<file path="config.mk">
export PLATFORM = sky130hd
export DESIGN_NAME = trace_serialiser
export DESIGN_NICKNAME = d
export VERILOG_FILES = /design/src/rtl/trace_serialiser_pkg.sv /design/src/rtl/trace_serialiser_fifo.sv /design/src/rtl/trace_serialiser.sv
export SDC_FILE = /design/constraint.sdc
export NUM_CORES = 1
export LEC_CHECK = 0
export CAP_MARGIN = 20
export CORE_MARGIN = 5
export CORE_UTILIZATION = 60
export CTS_CLUSTER_DIAMETER = 60
export DETAILED_ROUTE_END_ITERATION = 12
export MAX_ROUTING_LAYER = met4
export PLACE_DENSITY = 0.8
export SLEW_MARGIN = 20
export SYNTH_ARGS = -nofsm -noshare
export SYNTH_HDL_FRONTEND = slang
export SYNTH_SLANG_ARGS = --single-unit
</file>
<file path="constraint.sdc">
create_clock -name clk -period 24.8 [get_ports clk]
set_input_delay 3.72 -clock clk [delete_from_list [all_inputs] [get_ports clk]]
set_output_delay 3.72 -clock clk [all_outputs]
set_load 0.05 [all_outputs]
</file>
<file path="src/rtl/trace_serialiser_pkg.sv">
// Shared trace types for the serialiser: record layout, FSM states and the
// helper that sizes a record in output words.
package gouram_datatypes;

    typedef struct packed {
        logic [31:0] pc;
        logic [31:0] instr;
        logic [31:0] cycle;
    } trace_format;

    localparam int unsigned TRACE_BITS = $bits(trace_format);

    function automatic int unsigned trace_words(input int unsigned bits,
                                                input int unsigned word_width);
        return (bits + word_width - 1) / word_width;
    endfunction

    localparam int unsigned TRACE_WORDS = trace_words(TRACE_BITS, 32);

    typedef enum logic {
        ST_IDLE,
        ST_SEND
    } ser_state_e;

endpackage

</file>
<file path="src/rtl/trace_serialiser_fifo.sv">
// Record FIFO for the serialiser; the caller is responsible for never pushing
// when full without a matching pop, and never popping when empty.
module trace_record_fifo
    import gouram_datatypes::*;
#(
    parameter int unsigned DEPTH = 8,
    parameter type         T     = trace_format
) (
    input  logic                     clk,
    input  logic                     rst_n,
    input  logic                     flush_i,
    input  logic                     push_i,
    input  T                         data_i,
    input  logic                     pop_i,
    output T                         data_o,
    output logic                     full_o,
    output logic                     empty_o,
    output logic [$clog2(DEPTH):0]   count_o
);

    localparam int unsigned PW = $clog2(DEPTH);

    T                mem_q [DEPTH];
    logic [PW-1:0]   wr_ptr_q;
    logic [PW-1:0]   rd_ptr_q;
    logic [PW:0]     count_q;
    logic [PW:0]     count_d;

    always_comb begin
        count_d = count_q;
        if (push_i && !pop_i) begin
            count_d = count_q + 1'b1;
        end else if (pop_i && !push_i) begin
            count_d = count_q - 1'b1;
        end
    end

    // Power-of-two depth lets the pointers wrap by natural overflow.
    always_ff @(posedge clk or negedge rst_n) begin
        if (!rst_n) begin
            wr_ptr_q <= '0;
            rd_ptr_q <= '0;
            count_q  <= '0;
        end else if (flush_i) begin
            wr_ptr_q <= '0;
            rd_ptr_q <= '0;
            count_q  <= '0;
        end else begin
            if (push_i) begin
                wr_ptr_q <= wr_ptr_q + 1'b1;
            end
            if (pop_i) begin
                rd_ptr_q <= rd_ptr_q + 1'b1;
            end
            count_q <= count_d;
        end
    end

    always_ff @(posedge clk) begin
        if (push_i && !flush_i) begin
            mem_q[wr_ptr_q] <= data_i;
        end
    end

    assign data_o  = mem_q[rd_ptr_q];
    assign full_o  = (count_q == (PW+1)'(DEPTH));
    assign empty_o = (count_q == '0);
    assign count_o = count_q;

endmodule

</file>
<file path="src/rtl/trace_serialiser.sv">
// Buffers trace records and emits each one as a little-endian sequence of
// WORD_WIDTH-bit words over a valid/ready stream, counting dropped records.
module trace_serialiser
    import gouram_datatypes::*;
#(
    parameter int unsigned FIFO_DEPTH = 8,
    parameter int unsigned WORD_WIDTH = 32
) (
    input  logic                          clk,
    input  logic                          rst_n,
    input  logic                          trace_valid_i,
    input  trace_format                   trace_data_i,
    input  logic                          flush_i,
    output logic                          word_valid_o,
    output logic [WORD_WIDTH-1:0]         word_data_o,
    output logic                          word_last_o,
    input  logic                          word_ready_i,
    output logic [$clog2(FIFO_DEPTH):0]   fifo_count_o,
    output logic [15:0]                   drop_count_o,
    output logic                          overflow_o
);

    localparam int unsigned N        = trace_words(TRACE_BITS, WORD_WIDTH);
    localparam int unsigned IDXW     = (N > 1) ? $clog2(N) : 1;
    localparam int unsigned CNTW     = $clog2(FIFO_DEPTH) + 1;
    localparam logic [IDXW-1:0] LAST_IDX = IDXW'(N - 1);

    ser_state_e            state_q, state_d;
    logic [IDXW-1:0]       idx_q, idx_d;
    logic [15:0]           drop_q, drop_d;
    logic                  ovf_q, ovf_d;

    trace_format           head;
    logic [N*WORD_WIDTH-1:0] head_padded;
    logic                  fifo_full, fifo_empty;
    logic                  sending, is_last, hs, last_hs;
    logic                  push, pop, drop;

    trace_record_fifo #(
        .DEPTH (FIFO_DEPTH),
        .T     (trace_format)
    ) u_fifo (
        .clk     (clk),
        .rst_n   (rst_n),
        .flush_i (flush_i),
        .push_i  (push),
        .data_i  (trace_data_i),
        .pop_i   (pop),
        .data_o  (head),
        .full_o  (fifo_full),
        .empty_o (fifo_empty),
        .count_o (fifo_count_o)
    );

    assign sending = (state_q == ST_SEND);
    assign is_last = (idx_q == LAST_IDX);
    assign hs      = sending && word_ready_i;
    assign last_hs = hs && is_last;

    // A full FIFO still accepts a record when its head leaves this cycle.
    assign pop  = last_hs && !flush_i;
    assign push = trace_valid_i && (!fifo_full || last_hs) && !flush_i;
    assign drop = trace_valid_i && fifo_full && !last_hs && !flush_i;

    always_comb begin
        head_padded                 = '0;
        head_padded[TRACE_BITS-1:0] = head;
    end

    always_comb begin
        word_valid_o = 1'b0;
        word_last_o  = 1'b0;
        word_data_o  = '0;
        if (sending) begin
            word_valid_o = 1'b1;
            word_last_o  = is_last;
            word_data_o  = head_padded[int'(idx_q)*WORD_WIDTH +: WORD_WIDTH];
        end
    end

    always_comb begin
        state_d = state_q;
        idx_d   = idx_q;
        unique case (state_q)
            ST_IDLE: begin
                if (!fifo_empty) begin
                    state_d = ST_SEND;
                    idx_d   = '0;
                end
            end
            ST_SEND: begin
                if (hs) begin
                    if (is_last) begin
                        idx_d   = '0;
                        state_d = ((fifo_count_o > CNTW'(1)) || push) ? ST_SEND : ST_IDLE;
                    end else begin
                        idx_d = idx_q + 1'b1;
                    end
                end
            end
            default: begin
                state_d = ST_IDLE;
                idx_d   = '0;
            end
        endcase
        if (flush_i) begin
            state_d = ST_IDLE;
            idx_d   = '0;
        end
    end

    always_comb begin
        drop_d = drop_q;
        ovf_d  = ovf_q;
        if (drop) begin
            ovf_d = 1'b1;
            if (drop_q != '1) begin
                drop_d = drop_q + 1'b1;
            end
        end
    end

    always_ff @(posedge clk or negedge rst_n) begin
        if (!rst_n) begin
            state_q <= ST_IDLE;
            idx_q   <= '0;
            drop_q  <= '0;
            ovf_q   <= 1'b0;
        end else begin
            state_q <= state_d;
            idx_q   <= idx_d;
            drop_q  <= drop_d;
            ovf_q   <= ovf_d;
        end
    end

    assign drop_count_o = drop_q;
    assign overflow_o   = ovf_q;

endmodule

</file>
==> results.md, run 1 <==
* Worst Skew at 0.0203 ns
* Met1 GRT Util at 33.2%
* Hold_buf cts at 0
* FP Rows at 83
* Post-Syn Instances at roughly 1500
* Vias per inst at 6.45
* CTS root buffer: clkbuf_16
* Placed instance count at about 2300
* Synth Net Count at 1620
* Max cap viols at 0
* Chip Width at 237 um
* FF-to-FF End: u_fifo.mem_q[4][19]
* Largest net degree at the start of global routing at approximately 130
* Gpl congestion at just over 0.8
* Avg WL per Cell at 28.9 um
* Critical Path, Cell by Cell: buf_4 -> buf_4 -> nor2_2 -> buf_4 -> a221oi_1 -> o21ai_0 -> o211ai_1 -> clkdlybuf4s50_1
* Final worst path period need at 8.95 ns
* EDFF count, synth at 768
* Nets at 1804
* Tightest Pin Transition at 1.10 ns
* P_leak at 10.9 nW
* R2r setup slk at between 20 and 25 ns
* Netlist cell types at between 40 and 50
* CTS clk-pin slew, worst paths at 0.06 ns
* Filler cells at 3044
* Gr ovfl total at 0
* Peak per-stage delay on the critical path at 0.90 ns
* Maximum VDD drop at 75.1 uV
* Status: finished, final reports clean
* Main synth FF type: edfxtp_1
* GRT Max-Usage Layer: met2
* I/O pin total at around 160
* Crit path capture type: output pin
* CTS tree: done
* Core Region at just over 50000 um2
* Post-route ant nets at 0
* Setup TNS at 0 ns
* DP HPWL at 40.2 mm
* Mean post-synth cell area at just over 20 um2
* Final cell count without fillers at 2436
* HP Class: flip-flop to flip-flop
* Asr flop ratio synth at 3.76%
* Reg2reg path depth at 8
* Num CTS Buffers at 78
* Crit path kind: flip-flop to output pin
* Post-CTS sizing at 0
* Seq cells post-synth at around 800
* Pre-antenna DRT Iters at 7
* Slew HR at 26.8%
* Input/output buffers at 155
* CP max-delay cell: dfrtp_4
* Reg-to-reg startpoint: u_fifo.count_o[1]
* GR Layer Usage met3 at 4.50%
* Die area at 56200 um2
* Vias in the first global route at 15900
* Fin crit share at 36.1%
* Post-route DRC at 0
* Initial antenna violation count at 7
* Initial Utilization at 60.4%
* Die Ht at 237 um
* Drt total wl at 70.3 mm
* Slew Limit Fails at 0
* M2 GR Usage at between 40% and 50%
* Setup Viol. Count Final at 0
* RSZ-0062 raised after global routing: no
* Clock Latency Late Sink at 0.61 ns
* Clock Path Buffers at 3
* Worst setup SP type: flip-flop
* CP most frequent cell: buf_4
* Clock Sinks at 798
* Area growth from synthesis to final layout at 15.8%
* Cell Pwr Density at approximately 80 nW/um2
* Fmax at 0.112 GHz
* Starting DRC count in detailed routing at ~1700
* Synth warn at 0
* Critical path data arrival time at 5.23 ns
* Worst hold endpoint: overflow_o
* Layout cells sized above 1 at 16.9%
* Register area share after synthesis at between 70% and 80%
* Tot GR Track Use at 25.7%
* Worst Path Required at 21.08 ns
* Hold-critical path depth at 1
* Critical path peak fanout at 42
* Final hold violations at 0
* H-tree levels at 3
* First-pass GRT wire length at 104 mm
* Via count at 15700
* Hold_sp: overflow_o
* Post-Synthesis Cell Area at between 30000 and 40000 um2
* Postcts setup bufs at 0
-- Yosys cell counts (21+ instances only) --
library cell	number	share of area (%)
a221oi_1	33	0.94
dfrtp_1	30	2.4
mux2i_1	162	5.2
nand3_1	40	0.65
nor2_1	21	0.26
a2bb2oi_1	32	0.91
o21ai_0	34	0.55
clkbuf_1	50	0.61
buf_2	26	0.42
o211ai_1	34	0.83
mux4_2	128	9.3
edfxtp_1	768	75
nand2_1	45	0.55
-- final cells by class --
class                      count  area, um2  area share (%)
antenna                        7       17.5          0.0489
inverter                       9       33.8          0.0944
sequential                   798      23800            66.6
timing repair buffer         188       1810            5.06
tap                          680        851            2.38
multi-input combinational    622       6780            18.9
clock inverter                32        365            1.02
clock buffer                 100       2110            5.89
-- layer usage --
metal	vias to the layer above	routed length, um
li1	6651	-
met1	8208	25900
met2	728	37400
met3	115	5220
met4	0	1850
met5	-	0
-- cell families after synthesis --
logic type,after synthesis,synth area share [%]
xor gates and xnor gates,16,0.453
and+or+nand+nor,148,2.45
DFF,798,77.0
muxes,295,14.8
adders and majority gates,6,0.243
buffers and inverters,93,1.26
AOI/OAI and AO/OA,157,3.80
-- worst max-delay path by stage --
stage,from,end,depth (start not counted)
floorplan,word_ready_i,u_fifo.mem_q[0][0],5
global placement,u_fifo.rd_ptr_q[0],word_data_o[14],8
detailed placement,u_fifo.rd_ptr_q[0],word_data_o[14],8
CTS,u_fifo.rd_ptr_q[0],word_data_o[14],8
global route,u_fifo.rd_ptr_q[0],word_data_o[12],8
finish,u_fifo.rd_ptr_q[0],word_data_o[14],8
-- sequential cells by signal, summed over array words and instances, names as in the netlist --
name and count:
u_fifo.rd_ptr_q 3, u_fifo.count_o 4, overflow_o 1, drop_count_o 16, u_fifo.mem_q 768, idx_q 2
sending 1, u_fifo.wr_ptr_q 3
-- layout by cell type (no fill, tap or decap), types with 5 or more instances in the layout --
master	Yosys	final
a221oi_1	33	33
or3_1	5	5
clkbuf_1	50	18
o21ai_0	34	34
edfxtp_1	768	768
mux2i_1	162	162
dfrtp_1	30	27
inv_1	9	8
clkinv_1	0	9
diode_2	0	7
buf_4	0	32
nand2b_1	5	5
nand2_1	45	45
o211ai_1	34	34
mux2_2	5	5
nor2b_1	6	5
a2bb2oi_1	32	32
mux4_2	128	128
a31oi_1	5	5
ha_1	6	6
xor2_1	12	12
a21oi_1	9	9
nor2_4	0	6
bufinv_16	0	8
clkdlybuf4s50_1	0	155
clkbuf_16	0	81
clkinv_2	0	11
nor2_1	21	14
nand3_1	40	40
-- report_power, final --
group	leakage [nW]	switching [mW]	internal (mW)
combinational	2.36	0.133	0.0680
sequential	7.32	0.0137	1.51
clock	1.20	0.473	0.681
total	10.9	0.620	2.26
-- through the flow --
step / setup slack [ns] / power (mW) / hold WS, ns / cell area, um2 / utilization [%]
3_5_place_dp: 16.39 / 1.75 / 0.453 / 33300 / 65.0
5_1_grt: 15.45 / 2.96 / 0.478 / 35800 / 69.9
4_1_cts: 15.69 / 2.90 / 0.469 / 35800 / 69.9
3_3_place_gp: 16.48 / 1.75 / 0.452 / 33300 / 65.0
2_1_floorplan: 12.92 / 1.66 / 0.544 / 30900 / -
6_report: 15.85 / 2.88 / 0.460 / 35800 / 69.9
-- critical path: cells and delay by family, from the launching register on --
family                 cells  cell delay, ns
buffers and inverters      4            2.65
flip-flops                 1            0.90
AO/OA/AOI/OAI              3            0.78
AND/OR/NAND/NOR            1            0.20
Note: power is estimated with default switching activity, not from simulation.
==> run 2: changes to the inputs <==
==> constraint.sdc (replaced) <==
create_clock -name clk -period 9.2 [get_ports clk]
set_input_delay 1.38 -clock clk [delete_from_list [all_inputs] [get_ports clk]]
set_output_delay 1.38 -clock clk [all_outputs]
set_load 0.05 [all_outputs]
==> run 2 against run 1 <==
Net effect:
- sequential share of layout area is 0.24 points lower
- setup slack got worse by 12 ns
- count of clock-buffer cells in the layout unchanged
- critical path depth down 1
- total power grew to 2.7 times the previous value
- clock skew down 0.00069 ns
- routed wire length is 0.38% lower
- non-clock buffer count fell by 1
- sequential cell count unchanged
- clock power increased to 2.8 times the previous value
- sequential power grew to 2.7 times the previous value
- die area did not move
==> results.md, run 2 (synthesized netlist as in run 1, its figures left out) <==
* Cell Pwr Density at 218 nW/um2 (+170%)
* Initial antenna violation count at 10 (+3)
* Worst Skew at 0.0196 ns (-0.000694 ns)
* Gpl congestion at 0.804 (-2.0%)
* Final Power at 7.82 mW (+170%)
* Post-route ant nets at 0 (unchanged)
* Post-route DRC at 0 (unchanged)
* Setup Viol. Count Final at 0 (unchanged)
* Tot GR Track Use at 25.6% (-0.036 points)
* Largest net degree at the start of global routing at 130 (-0.76%)
* Post-DP Area at 33300 um2 (about the same)
* P_leak at 10.9 nW (+0.43%)
* Via count at 15700 (-0.32%)
* Nets at 1804 (unchanged)
* Gr ovfl total at 0 (unchanged)
* Post-CTS sizing at 0 (unchanged)
* Num CTS Buffers at 79 (+1.3%)
* Hold_buf cts at 0 (unchanged)
* Die area at 56200 um2 (unchanged)
* Critical path data arrival time at 4.33 ns (-0.90 ns)
* Initial Utilization at 60.4% (unchanged)
* I/O pin total at 156 (unchanged)
* CTS tree: done
* Chip Width at 237 um (unchanged)
* H-tree levels at 3 (unchanged)
* Avg WL per Cell at 28.6 um (-0.99%)
* RSZ-0062 raised after global routing: no
* Tightest Pin Transition at 1.07 ns (-0.0288 ns)
* Maximum VDD drop at 213 uV (+180%)
* Layout cells sized above 1 at 16.9% (+0.065 points)
* FP Rows at 83 (unchanged)
* Worst Path Required at 7.82 ns (-13.26 ns)
* Setup TNS at 0 ns (unchanged)
* Area growth from synthesis to final layout at 16.2%
* Pre-antenna DRT Iters at 5 (-2)
* Slew HR at 28.9% (+2.1 points)
* CTS root buffer: clkbuf_16
* Vias in the first global route at 16300 (+2.6%)
* Final hold violations at 0 (unchanged)
* Critical path peak fanout at 58 (+38%)
* Most frequent cells in the layout: edfxtp_1 (768), mux2i_1 (162), clkdlybuf4s50_1 (155)
* Clock Sinks at 798 (unchanged)
* CTS clk-pin slew, worst paths at 0.06 ns (about the same)
* Drt total wl at 70.1 mm (-0.38%)
* Max FFs per register at 768 (unchanged)
* Crit path capture type: output pin
* Post-route cell area at 35900 um2 (+0.36%)
* Input/output buffers at 155 (unchanged)
* Clock Latency Late Sink at 0.62 ns (about the same)
* Postcts setup bufs at 0 (unchanged)
* Final worst path period need at 5.71 ns
* Clock Path Buffers at 3 (unchanged)
* Fmax at 0.175 GHz
* Max cap viols at 0 (unchanged)
* DP HPWL at 37.9 mm (-5.9%)
* Vias per inst at 6.39 (-0.93%)
* Fin crit share at 62.1%
* First-pass GRT wire length at 104 mm (+0.10%)
* Status: finished, final reports clean
* Core Region at 51200 um2 (unchanged)
* HP Class: flip-flop to flip-flop
* Slew Limit Fails at 0 (unchanged)
* Starting DRC count in detailed routing at 1509 (-9.9%)
* Die Ht at 237 um (unchanged)
* Crit path kind: flip-flop to output pin
* Worst setup SP type: flip-flop
* Commonest non-fill, non-tap cell in the layout: edfxtp_1
* Reg with most FFs: u_fifo.mem_q
-- run 2: cell type report --
type / count / area, um2
flip-flops and latches: 798 / 23800
fillers: 3040 / 15300
multi-input cells: 622 / 6790
clock buffers: 100 / 2160
repair buffers: 187 / 1840
well taps: 680 / 851
clock inverters: 44 / 394
inverters: 9 / 33.8
diodes: 11 / 27.5
-- run 2: power breakdown --
part | internal, mW | leakage (nW) | switching [mW]
clock | 1.86 | 1.26 | 1.32
sequential | 4.07 | 7.32 | 0.0375
combinational | 0.183 | 2.36 | 0.349
total | 6.12 | 10.9 | 1.70
-- run 2: metal layers --
| layer | wire [um] | vias up | track usage (%) |
|---|---|---|---|
| met5 | 0 | - | - |
| met4 | 2240 | 0 | 8.76 |
| met3 | 5630 | 140 | 6.27 |
| met2 | 35900 | 739 | 41.4 |
| met1 | 26300 | 8113 | 32.5 |
| li1 | - | 6659 | - |
-- run 2: worst max-delay path: stages, from the launching register on --
cell             delay, ns
dfrtp_4               0.75
buf_4                 0.77
and2_1                0.50
buf_4                 0.43
nand2_1               0.09
nand3_1               0.10
o211ai_1              0.21
clkdlybuf4s50_1       0.79
-- run 2: per-stage QoR --
step           setup slack (ns)  hold slack (ns)  utilization, %  cells
3_3_place_gp               4.14            0.449            65.1   2295
3_5_place_dp               4.14            0.457            65.1   2295
5_1_grt                    3.28            0.510            70.2   2450
6_report                   3.49            0.471            70.2   2451
2_1_floorplan              2.23            0.544               -   1513
4_1_cts                    3.46            0.472            70.1   2439
-- run 2: final timing paths --
| kind | start | cells after the start | endpoint | slack [ns] |
|---|---|---|---|---|
| worst max-delay path | u_fifo.rd_ptr_q[2] | 7 | word_data_o[12] | 3.49 |
| worst min-delay path | overflow_o | 1 | overflow_o | 0.47 |
| worst max register to register | u_fifo.count_o[1] | 8 | u_fifo.mem_q[0][60] | 5.48 |
| worst min register to register | overflow_o | 1 | overflow_o | 0.47 |
| max in group asynchronous | rst_n | 2 | u_fifo.rd_ptr_q[1] | 7.68 |
| min in group asynchronous | rst_n | 2 | u_fifo.rd_ptr_q[0] | 1.18 |
